--- src/rtl/memory_access_if.sv ---
// Data-bus bundle between the memory-stage controller and the data memory.
interface memory_access_if #(
    parameter int XLEN = 64
);
    logic            dreq_valid;
    logic [XLEN-1:0] dreq_addr;
    logic [1:0]      dreq_size;
    logic [7:0]      dreq_strobe;
    logic [XLEN-1:0] dreq_data;
    logic            dresp_addr_ok;
    logic            dresp_data_ok;
    logic [XLEN-1:0] dresp_data;

    modport master (
        output dreq_valid, dreq_addr, dreq_size, dreq_strobe, dreq_data,
        input  dresp_addr_ok, dresp_data_ok, dresp_data
    );

    modport slave (
        input  dreq_valid, dreq_addr, dreq_size, dreq_strobe, dreq_data,
        output dresp_addr_ok, dresp_data_ok, dresp_data
    );
endinterface

--- src/rtl/memory_access.sv ---
// Memory-stage access controller: issues one data-bus transaction per
// load/store, aligns store data, extends load data and stalls the front of
// the pipeline until the access completes.
module memory_access #(
    parameter int XLEN = 64
) (
    input  logic             clk,
    input  logic             reset,
    input  logic             in_valid,
    input  logic             mem_read,
    input  logic             mem_write,
    input  logic [1:0]       msize,
    input  logic             mem_unsigned,
    input  logic [XLEN-1:0]  addr,
    input  logic [XLEN-1:0]  wdata,
    input  logic             advance,
    memory_access_if.master  bus,
    output logic [XLEN-1:0]  rdata,
    output logic             stall,
    output logic             misaligned
);

    typedef enum logic [1:0] {
        IDLE = 2'd0,
        WAIT = 2'd1,
        DONE = 2'd2
    } state_t;

    state_t          state;
    state_t          state_next;
    logic            mem_op;
    logic            bad_align;
    logic            aligned_op;
    logic            req_active;
    logic            capture;
    logic [2:0]      off;
    logic [5:0]      shamt;
    logic [7:0]      base_mask;
    logic [XLEN-1:0] shifted;
    logic [XLEN-1:0] load_ext;
    logic [XLEN-1:0] rdata_q;
    logic            unused_addr_ok;

    // Address acceptance is informational only; the request is held until data_ok.
    assign unused_addr_ok = bus.dresp_addr_ok;

    assign mem_op     = in_valid & (mem_read | mem_write);
    assign off        = addr[2:0];
    assign shamt      = {off, 3'b000};
    assign aligned_op = mem_op & ~bad_align;
    assign misaligned = mem_op & bad_align;

    // Size-alignment check and per-size byte mask
    always_comb begin
        bad_align = 1'b0;
        base_mask = 8'h01;
        unique case (msize)
            2'b00: begin bad_align = 1'b0;            base_mask = 8'h01; end
            2'b01: begin bad_align = addr[0];         base_mask = 8'h03; end
            2'b10: begin bad_align = |addr[1:0];      base_mask = 8'h0F; end
            2'b11: begin bad_align = |addr[2:0];      base_mask = 8'hFF; end
            default: begin bad_align = 1'b0;          base_mask = 8'h01; end
        endcase
    end

    assign bus.dreq_addr   = addr;
    assign bus.dreq_size   = msize;
    assign bus.dreq_strobe = mem_write ? (base_mask << off) : '0;
    assign bus.dreq_data   = wdata << shamt;

    // Pick the addressed lane out of the raw doubleword and extend it
    always_comb begin
        shifted  = bus.dresp_data >> shamt;
        load_ext = shifted;
        unique case (msize)
            2'b00: load_ext = mem_unsigned ? {{(XLEN-8){1'b0}}, shifted[7:0]}
                                           : {{(XLEN-8){shifted[7]}}, shifted[7:0]};
            2'b01: load_ext = mem_unsigned ? {{(XLEN-16){1'b0}}, shifted[15:0]}
                                           : {{(XLEN-16){shifted[15]}}, shifted[15:0]};
            2'b10: load_ext = mem_unsigned ? {{(XLEN-32){1'b0}}, shifted[31:0]}
                                           : {{(XLEN-32){shifted[31]}}, shifted[31:0]};
            2'b11: load_ext = shifted;
            default: load_ext = shifted;
        endcase
    end

    // Next-state and request-active decode
    always_comb begin
        state_next = state;
        req_active = 1'b0;
        unique case (state)
            IDLE: begin
                if (aligned_op) begin
                    req_active = 1'b1;
                    state_next = bus.dresp_data_ok ? DONE : WAIT;
                end
            end
            WAIT: begin
                req_active = 1'b1;
                if (bus.dresp_data_ok) state_next = DONE;
            end
            DONE: begin
                if (advance) state_next = IDLE;
            end
            default: state_next = IDLE;
        endcase
    end

    // Reset forces the bus request and stall low even before the flops clear
    assign bus.dreq_valid = req_active & ~reset;
    assign stall          = aligned_op & (state != DONE) & ~reset;
    assign capture        = req_active & bus.dresp_data_ok & mem_read;
    assign rdata          = rdata_q;

    // State register
    always_ff @(posedge clk or posedge reset) begin
        if (reset) state <= IDLE;
        else       state <= state_next;
    end

    // Load result holding register; stores leave it untouched
    always_ff @(posedge clk or posedge reset) begin
        if (reset)        rdata_q <= '0;
        else if (capture) rdata_q <= load_ext;
    end

endmodule

--- src/flat_wrapper.sv ---
// flat-port wrapper written by rule: the top's interface ports become plain ports
module memory_access_flat 
#(
    parameter int XLEN = 64
)
  (clk, reset, in_valid, mem_read, mem_write, msize, mem_unsigned, addr, wdata, advance, rdata, stall, misaligned, bus_dreq_valid, bus_dreq_addr, bus_dreq_size, bus_dreq_strobe, bus_dreq_data, bus_dresp_addr_ok, bus_dresp_data_ok, bus_dresp_data);
  memory_access_if #(.XLEN(XLEN)) bus_i ();
  input  logic clk;
  input  logic reset;
  input  logic in_valid;
  input  logic mem_read;
  input  logic mem_write;
  input  logic [1:0] msize;
  input  logic mem_unsigned;
  input  logic [XLEN-1:0] addr;
  input  logic [XLEN-1:0] wdata;
  input  logic advance;
  output logic [XLEN-1:0] rdata;
  output logic stall;
  output logic misaligned;
  output wire logic [$bits(bus_i.dreq_valid)-1:0] bus_dreq_valid;
  output wire logic [$bits(bus_i.dreq_addr)-1:0] bus_dreq_addr;
  output wire logic [$bits(bus_i.dreq_size)-1:0] bus_dreq_size;
  output wire logic [$bits(bus_i.dreq_strobe)-1:0] bus_dreq_strobe;
  output wire logic [$bits(bus_i.dreq_data)-1:0] bus_dreq_data;
  input wire logic [$bits(bus_i.dresp_addr_ok)-1:0] bus_dresp_addr_ok;
  input wire logic [$bits(bus_i.dresp_data_ok)-1:0] bus_dresp_data_ok;
  input wire logic [$bits(bus_i.dresp_data)-1:0] bus_dresp_data;
  assign bus_dreq_valid = bus_i.dreq_valid;
  assign bus_dreq_addr = bus_i.dreq_addr;
  assign bus_dreq_size = bus_i.dreq_size;
  assign bus_dreq_strobe = bus_i.dreq_strobe;
  assign bus_dreq_data = bus_i.dreq_data;
  assign bus_i.dresp_addr_ok = bus_dresp_addr_ok;
  assign bus_i.dresp_data_ok = bus_dresp_data_ok;
  assign bus_i.dresp_data = bus_dresp_data;
  memory_access #(.XLEN(XLEN)) u_core (.clk(clk), .reset(reset), .in_valid(in_valid), .mem_read(mem_read), .mem_write(mem_write), .msize(msize), .mem_unsigned(mem_unsigned), .addr(addr), .wdata(wdata), .advance(advance), .bus(bus_i), .rdata(rdata), .stall(stall), .misaligned(misaligned));
endmodule
--- config.mk ---
export PLATFORM = sky130hd
export DESIGN_NAME = memory_access_flat
export DESIGN_NICKNAME = d
export VERILOG_FILES = /design/src/rtl/memory_access_if.sv /design/src/rtl/memory_access.sv /design/src/flat_wrapper.sv
export SDC_FILE = /design/constraint.sdc
export NUM_CORES = 1
export LEC_CHECK = 0
export CAP_MARGIN = 5
export CORE_UTILIZATION = 30
export CTS_BUF_LIST = sky130_fd_sc_hd__clkbuf_4 sky130_fd_sc_hd__clkbuf_8
export CTS_CLUSTER_SIZE = 28
export DETAILED_ROUTE_END_ITERATION = 8
export PLACE_DENSITY = 0.72
export SLEW_MARGIN = 0
export SYNTH_ARGS = -nofsm -noshare
export SYNTH_HDL_FRONTEND = slang
export SYNTH_SLANG_ARGS = --single-unit
--- constraint.sdc ---
create_clock -name clk -period 5.9 [get_ports clk]
set_input_delay 1.77 -clock clk [delete_from_list [all_inputs] [get_ports clk]]
set_output_delay 1.77 -clock clk [all_outputs]
set_load 0.05 [all_outputs]
==> flow_summary.ini <==
[status]
outcome = complete, no violations

[layout]
final_cells = 1387
area_delta_synth_final_pct = 41.4
insertedDiodeCount = 0
final_util_pct = 43.1
fin_nets = 1261
drive_gt1_share_pct = 19.8

[place]
placedCellCount = 1371
routabilityCongestion = 0.920
port-buffer-count = 284
dpl.hpwl_um = 21500

[job]
drv_cap = 0

[floorplan]
fp.dieW_um = 159
io_pins = 408
rows = 57
die_y_um = 159
coreArea_sq_mm = 0.0242
start_util_pct = 30.5
dieArea_sq_mm = 0.0253

[routing]
drt_iter0_drc = 491
wl_per_cell_um = 20.5
antenna_left = 0
wl_um = 28400
via_per_inst = 5.35
num_vias = 7416
first_pass_iters = 5
drc = 0

[grt]
grt_max_degree = 76
grt_overflow = 0
antenna_found_initial = 0
grt_pass1_vias = 7078
grt_pass1_wl_um = 42800
track_usage_pct = 21.7

[clock_tree]
numCtsBuffers = 9
cts_resized = 0
htreeDepth = 3
cts_sinks = 66
postCtsHoldBufs = 0
clockBufferDepth = 2
path_clk_slew_ns = 0.09
cts_tree = yes
root_buffer = clkbuf_8
post_cts_buffers = 0
clock_latency_ns = 0.37

[power_and_ir_drop]
total_power_mw = 3.14
vdd_drop_max_mv = 0.217
power_density_mw_per_mm2 = 301
leakagePower_nw = 4.24

[sta]
hold_viol_final = 0
fmax_mhz = 182
period_needed_ns = 5.51
slew_violations = 0
setup_tns_ns = 0
setup_violations = 0
tightest_slew_ns = 0.992
finalClockSkew_ns = 0.0101
post-route-period-util_pct = 93.3
rsz0062_at_grt = no
holdWs_ns = 0.540
relSlewSlack_pct = 33.8

[worst_setup_path]
path_max_fanout = 4
crit_arrival_ns = 3.74
r2r_start = u_core.state[1]
required_ns = 4.13
cp-start-kind = primary input
rr_worst_depth = 6
end_kind = output pin
reg2reg_slack_ns = 3.74
startpoint = wdata[26]
crit_type = primary input to output pin
r2r_end = u_core.rdata[14]

[logic_synthesis]
yosysTopAreaCellShare_pct = 22.3
synth_edf_count = 0
ys_seq_elements = 66
synthFlopType = dfrtp_1
synth_cell_type_count = 50
syn-cell-area_sq_mm = 0.00739
async_flop_share_pct = 100
synth_warnings = 0
synth_top_area_cell = dfrtp_1
ys_seq_area_share_pct = 22.3
synth_nets = 1089
ys_top_cells_by_area = dfrtp_1 22%, mux2i_1 16%, buf_4 8.4%
synth_common_cells = 126 x nor2_1, 119 x mux2i_1, 83 x buf_4, 66 x dfrtp_1, 64 x nand2_1
synth.most_common_cell = nor2_1
synthCells = 886
synth_area_per_cell_sq_um = 8.34

[worst_hold_path]
worstHoldStart = u_core.rdata[33]
holdPathEnd = u_core.rdata[33]
hold_depth = 2
hp-class = flip-flop to flip-flop
[power breakdown]
group	switching (mW)	total, mW	internal [mW]
Sequential	0.110	0.740	0.629
Combinational	1.28	2.03	0.742
Clock	0.202	0.378	0.176
Total	1.60	3.14	1.55
[sequential cells by signal, indices dropped and copies added, names as in the netlist]
signal,flops
u_core.rdata,64
u_core.state,2
[critical path, stage by stage]
cell	delay, ns
clkdlybuf4s50_1	0.47
nor2b_1	0.16
a211oi_1	0.30
nand3b_1	0.15
o21ai_0	0.13
clkdlybuf4s50_1	0.75
[layer usage]
layer,global-route usage [%],vias to the layer above,share of wire (%)
li1,-,3452,-
met1,26.2,3599,40
met2,39.0,303,51
met3,4.19,62,6.8
met4,6.29,0,2.4
met5,0,-,0
[worst max-delay path by stage]
stage | end | slack [ns] | cells after the start
2_1_floorplan | stall | 0.17 | 4
3_3_place_gp | bus_dreq_data[58] | 0.39 | 6
3_5_place_dp | bus_dreq_data[58] | 0.40 | 6
4_1_cts | bus_dreq_data[58] | 0.38 | 6
5_1_grt | bus_dreq_data[30] | 0.29 | 5
6_report | bus_dreq_data[58] | 0.39 | 6
[cells by family (layout without fill, tap and decap cells)]
kind of cell	Yosys count	in the layout	share of synthesized area, %
AO/OA/AOI/OAI	214	214	19.0
buffers and inverters	154	331	14.5
flip-flops	66	66	22.3
multiplexers	183	183	27.4
AND/OR/NAND/NOR	269	269	16.7
[through the flow]
stage	area [sq um]	worst slack [ns]
2_1_floorplan	7390	0.174
3_3_place_gp	10300	0.388
3_5_place_dp	10300	0.402
4_1_cts	10500	0.377
5_1_grt	10500	0.293
6_report	10500	0.394
[area by class of cell]
cell class              count  area (sq um)
clock buffers              11           151
flip-flops and latches     66          1650
inverters                   5          18.8
repair buffers            310          3510
fillers                  2392         13800
multi-input cells         666          4680
clock inverters             5          38.8
well taps                 324           405
[cells in the final DEF (no fill, tap or decap), types with 24 or more instances in the layout]
cell and instances:
clkdlybuf4s50_1 210, nor2_1 126, mux2i_1 119, dfrtp_1 66
nand2_1 64, buf_12 52, o21ai_0 50, buf_4 46
mux2_2 45, a21oi_1 45, a31oi_1 36, o22ai_1 24
Power figures use the tool's default switching activity.
